$ cat src/rtl/occupancy_map_arbiter.sv
// Occupancy-map RAM port owner: clears the whole map after reset or on
// request, then shares the single RAM port between the map-update requester
// (read/write) and the scan-matcher requester (read-only) using round-robin.
module occupancy_map_arbiter #(
  parameter int                        ADDR_WIDTH = 15,
  parameter int                        DATA_WIDTH = 16,
  parameter logic [DATA_WIDTH-1:0]     INIT_VALUE = '0
) (
  input  logic                  clock,
  input  logic                  reset,
  input  logic                  clear_start,
  output logic                  clear_busy,
  output logic                  ready,
  input  logic                  upd_req,
  input  logic                  upd_we,
  input  logic [ADDR_WIDTH-1:0] upd_addr,
  input  logic [DATA_WIDTH-1:0] upd_wdata,
  output logic                  upd_gnt,
  output logic                  upd_rvalid,
  output logic [DATA_WIDTH-1:0] upd_rdata,
  input  logic                  mat_req,
  input  logic [ADDR_WIDTH-1:0] mat_addr,
  output logic                  mat_gnt,
  output logic                  mat_rvalid,
  output logic [DATA_WIDTH-1:0] mat_rdata,
  output logic [ADDR_WIDTH-1:0] mem_addr,
  output logic                  mem_we,
  output logic [DATA_WIDTH-1:0] mem_wdata,
  input  logic [DATA_WIDTH-1:0] mem_rdata
);

  typedef enum logic {CLEAR, SERVE} state_t;

  state_t                state_q, state_d;
  logic [ADDR_WIDTH-1:0] count_q, count_d;
  logic [ADDR_WIDTH-1:0] last_addr_q, last_addr_d;
  logic                  rr_q, rr_d;
  logic                  ready_q, ready_d;
  logic                  busy_q, busy_d;
  logic                  upd_rvalid_q, upd_rvalid_d;
  logic                  mat_rvalid_q, mat_rvalid_d;

  // Next-state, arbitration and RAM port mux; rr_q=0 means update wins a tie
  always_comb begin
    state_d   = state_q;
    count_d   = count_q;
    rr_d      = rr_q;
    upd_gnt   = 1'b0;
    mat_gnt   = 1'b0;
    mem_we    = 1'b0;
    mem_addr  = last_addr_q;
    mem_wdata = INIT_VALUE;
    case (state_q)
      CLEAR: begin
        mem_we   = 1'b1;
        mem_addr = count_q;
        count_d  = count_q + 1'b1;
        if (count_q == '1) state_d = SERVE;
      end
      SERVE: begin
        if (clear_start) begin
          state_d = CLEAR;
          count_d = '0;
        end else begin
          if (upd_req && (!mat_req || !rr_q)) upd_gnt = 1'b1;
          else if (mat_req)                   mat_gnt = 1'b1;
          if (upd_gnt) begin
            mem_addr  = upd_addr;
            mem_we    = upd_we;
            mem_wdata = upd_wdata;
            rr_d      = 1'b1;
          end
          if (mat_gnt) begin
            mem_addr = mat_addr;
            rr_d     = 1'b0;
          end
        end
      end
      default: state_d = CLEAR;
    endcase
    last_addr_d  = mem_addr;
    ready_d      = (state_d == SERVE);
    busy_d       = (state_d == CLEAR);
    upd_rvalid_d = upd_gnt & ~upd_we;
    mat_rvalid_d = mat_gnt;
  end

  // State, sweep counter, round-robin pointer and registered status/rvalid
  always_ff @(posedge clock or posedge reset) begin
    if (reset) begin
      state_q      <= CLEAR;
      count_q      <= '0;
      last_addr_q  <= '0;
      rr_q         <= 1'b0;
      ready_q      <= 1'b0;
      busy_q       <= 1'b1;
      upd_rvalid_q <= 1'b0;
      mat_rvalid_q <= 1'b0;
    end else begin
      state_q      <= state_d;
      count_q      <= count_d;
      last_addr_q  <= last_addr_d;
      rr_q         <= rr_d;
      ready_q      <= ready_d;
      busy_q       <= busy_d;
      upd_rvalid_q <= upd_rvalid_d;
      mat_rvalid_q <= mat_rvalid_d;
    end
  end

  // Read data is only presented to the owner of the returning read
  always_comb begin
    ready      = ready_q;
    clear_busy = busy_q;
    upd_rvalid = upd_rvalid_q;
    mat_rvalid = mat_rvalid_q;
    upd_rdata  = upd_rvalid_q ? mem_rdata : '0;
    mat_rdata  = mat_rvalid_q ? mem_rdata : '0;
  end

endmodule

$ cat config.mk
export PLATFORM = sky130hd
export DESIGN_NAME = occupancy_map_arbiter
export DESIGN_NICKNAME = d
export VERILOG_FILES = /design/src/rtl/occupancy_map_arbiter.sv
export SDC_FILE = /design/constraint.sdc
export NUM_CORES = 1
export LEC_CHECK = 0
export BUFFER_PORTS_ARGS = -buffer_cell sky130_fd_sc_hd__buf_2
export CAP_MARGIN = 20
export CORE_ASPECT_RATIO = 1.75
export CORE_MARGIN = 2
export CORE_UTILIZATION = 25
export DETAILED_ROUTE_END_ITERATION = 10
export GPL_TIMING_DRIVEN = 0
export HOLD_SLACK_MARGIN = 0.03
export PLACE_DENSITY_LB_ADDON = 0.3
export REMOVE_ABC_BUFFERS = 1
export SLEW_MARGIN = 25
export SYNTH_ARGS = -nofsm -noshare
export SYNTH_HDL_FRONTEND = slang
export SYNTH_SLANG_ARGS = --single-unit
$ cat constraint.sdc
create_clock -name clock -period 3.1 [get_ports clock]
set_input_delay 0.465 -clock clock [delete_from_list [all_inputs] [get_ports clock]]
set_output_delay 0.465 -clock clock [all_outputs]
set_load 0.02 [all_outputs]
==> run summary <==
Standard-cell row count: 44
Starting DRC count in detailed routing: 67
Clock insertion delay at the later pin of the skew report: 0.28 ns
Power per unit of standard cell area: 332 nW/um2
Post-route minimum period: 2.77 ns
VDD IR-drop max: 0.194 mV
Maximum buffer depth of the clock tree: 2
Result of the run: finished clean
Number of global-route vias before repair: 2146
Data arrival at the endpoint of the critical path: 2.31 ns
Element type at the critical path start: flip-flop
Count of nets after finishing: 419
Port-buffer cells: 137
Setup-failing EPs final: 0
Static leakage: 1.57 nW
Max stage delay cell, worst path: sky130_fd_sc_hd__dfrtp_2
H-tree levels: 2
M1 GR Usage: 13.9%
Count of distinct cell types in the synthesized netlist: 43
Area growth from synthesis to layout: 42.0%
Average cell area after synthesis: 9.65 um2
Antenna violations before repair: 0
Class of the worst hold path: input port to asynchronous set/reset pin
Crit-path max cell delay: 0.66 ns
Transition time at the pin with the least slew margin: 0.735 ns
DRC Markers: 0
Type of destination of the critical path: output port
CTS tree: built
Drt via density: 4.95
Die X: 73.5 um
Yosys reg bits: 35
Area of the core: 8260 um2
Library cell used as clock root buffer: sky130_fd_sc_hd__clkbuf_16
Post-route ant nets: 0
Die footprint: 9230 um2
Number of cells in the finished layout apart from fillers: 443
Final total power: 995 uW
Setup repair after global routing missed its margin: false
Number of cells produced by synthesis: 219
Sequence of cells on the critical path: nor2b_4 -> and3_2 -> a221o_1 -> buf_2
Share of post-route cells with drive strength above 1: 44.7%
Final slew viol count: 0
Sequential cell area: 878 um2
Type of the setup path with the least slack: flip-flop to output port
Met2 track demand over resource: 26.6%
Maximum fanout count along the critical path: 29
Placed cells: 434
Part of the Yosys area used for sequential elements: 41.5%
Final weighted congestion of routability-driven global placement: 0.832
Fmax: 361 MHz
Headroom to the max-slew limit: 50.7%
Hold Worst Slack: 0.102 ns
EDFF count, synth: 0
Initial core utilization: 25.6%
Async set or reset register ratio after synthesis: 100%
Worst EP required: 2.63 ns
Hpwl dp: 4.75 mm
Clock tree sinks: 35
Final count of hold timing violations: 0
Vias after detailed routing: 2191
Filler Cells Inserted: 873
Area of combinational cells with multiple inputs: 1140 um2
Per-cell routed wire length: 14.7 um
Clock transition at path regs: 0.05 ns
Maximum number of pins on one net before global-route repair: 31
Post-synthesis instance area: 2110 um2
Final clock skew: 0.00422 ns
Total detailed-routing wirelength: 6.51 mm
Vertical die dimension: 126 um
Antenna Diode Count: 0
Hold_buf cts: 0
Total global routing overflow: 0
Global routing's busiest layer: met2
Main flop type after synthesis: sky130_fd_sc_hd__dfrtp_1
Iteration count of the initial detailed-routing pass: 4
Number of warnings issued by yosys: 0
Cts bufs inserted: 5
Max Cap Violations: 0
Boundary pin count: 138
First-pass GRT wire length: 10.0 mm
Final critical-path share of the clock period: 89.4%
Overall fraction of global-route tracks in use: 14.0%
Met3 Usage GRT: 2.48%
[per-layer routing]
| layer | part of all wire [%] | up-vias |
|---|---|---|
| met4 | 2.0 | 0 |
| li1 | - | 1060 |
| met1 | 37 | 1007 |
| met5 | 0 | - |
| met2 | 53 | 115 |
| met3 | 7.4 | 9 |
[worst max-delay path: cells and delay by family, from the launching register on]
family	cells	cell delay, ns
buf+inv	1	0.17
flops	1	0.66
simple gates	2	0.94
compound gates	1	0.24
[power by group]
group | total [mW] | internal, mW | switching [mW]
Clock | 0.471 | 0.298 | 0.172
Combinational | 0.0670 | 0.0347 | 0.0323
Sequential | 0.457 | 0.457 | 0
[worst paths after layout]
path                                               from                       end  slack, ns  depth (start not counted)
max in group asynchronous                         reset      clear_busy$_DFF_PP1_       2.51                          3
worst min register to register  count_q[14]$_DFFE_PP0P_      clear_busy$_DFF_PP1_       0.50                          1
worst max register to register          ready$_DFF_PP0_  last_addr_q[7]$_DFF_PP0_       1.17                          3
worst max-delay path                    ready$_DFF_PP0_               mem_addr[7]       0.33                          4
min in group clock                               upd_we      upd_rvalid$_DFF_PP0_       0.37                          2
worst min-delay path                              reset    count_q[0]$_DFFE_PP0P_       0.10                          2
[per-stage QoR]
step	TNS [ns]	util [%]	area [um2]	setup WS, ns
6_report	0	36.3	3000	0.329
5_1_grt	0	36.3	3000	0.119
4_1_cts	0	36.2	2990	0.0286
3_5_place_dp	-3.46	34.5	2850	-0.247
3_3_place_gp	-3.39	34.3	2830	-0.241
2_1_floorplan	0	-	2030	0.393
[timing repair]
item	in CTS	in global routing
endpoints found under the setup margin	17	15
resized for setup	3	0
cloned	0	1
buffers inserted	0	0
[cells in the mapped netlist, drive strengths merged, types with 2 or more instances]
library cell	count	share of area (%)
o22ai	4	1.2
buf	8	2.8
nand3	4	1.5
xnor2	3	1.2
a221o	13	6.2
mux2i	7	3.3
a32o	2	0.95
o2bb2ai	8	3.3
nor2b	2	0.95
nor2	3	0.53
nand3b	2	0.89
o21ai	5	1.2
nand4	4	1.9
nand2	28	5.0
a211o	2	0.83
nor4	7	2.8
and3	18	5.3
a21oi	2	0.47
a21boi	2	0.71
nand2b	2	0.59
and2	33	9.8
inv	7	1.2
clkbuf	7	1.2
dfrtp	34	40
[final cells by class]
| type | instances | share of cell area [%] |
|---|---|---|
| Multi-Input combinational cell | 163 | 38.0 |
| Sequential cell | 35 | 29.3 |
| Timing Repair Buffer | 138 | 23.5 |
| Clock buffer | 8 | 4.54 |
| Tap cell | 92 | 3.83 |
| Inverter | 7 | 0.875 |
[cells in the final DEF (no fill, tap or decap), types with 2 or more instances in the layout]
cell | netlist | layout
sky130_fd_sc_hd__a211o_1 | 2 | 2
sky130_fd_sc_hd__a21oi_1 | 2 | 2
sky130_fd_sc_hd__a221o_1 | 13 | 13
sky130_fd_sc_hd__a32o_1 | 2 | 2
sky130_fd_sc_hd__and2_1 | 33 | 32
sky130_fd_sc_hd__and3_1 | 18 | 17
sky130_fd_sc_hd__buf_2 | 5 | 137
sky130_fd_sc_hd__clkbuf_1 | 7 | 3
sky130_fd_sc_hd__clkbuf_16 | 0 | 5
sky130_fd_sc_hd__dfrtp_1 | 34 | 33
sky130_fd_sc_hd__inv_1 | 7 | 6
sky130_fd_sc_hd__mux2i_1 | 7 | 7
sky130_fd_sc_hd__nand2_1 | 28 | 28
sky130_fd_sc_hd__nand2b_1 | 2 | 2
sky130_fd_sc_hd__nand3_1 | 3 | 3
sky130_fd_sc_hd__nand4_1 | 3 | 3
sky130_fd_sc_hd__nor2_1 | 3 | 3
sky130_fd_sc_hd__nor4_1 | 6 | 6
sky130_fd_sc_hd__o21ai_0 | 5 | 5
sky130_fd_sc_hd__o22ai_1 | 4 | 4
sky130_fd_sc_hd__o2bb2ai_1 | 8 | 8
sky130_fd_sc_hd__xnor2_1 | 3 | 3
[kinds of logic after synthesis]
kind of cell	Yosys count	synth area share, %
AND/OR/NAND/NOR	106	30.3
AO/OA/AOI/OAI	45	17.8
flip-flops	35	41.5
buffers and inverters	22	5.27
multiplexers	7	3.32
XOR/XNOR	3	1.24
adder cells (fa/ha/maj)	1	0.592
[state kept, by name (all words and copies together) (netlist names)]
name         count
ready            1
upd_rvalid       1
mat_rvalid       1
count_q         15
last_addr_q     15
rr_q             1
clear_busy       1
Power figures use the tool's default switching activity.
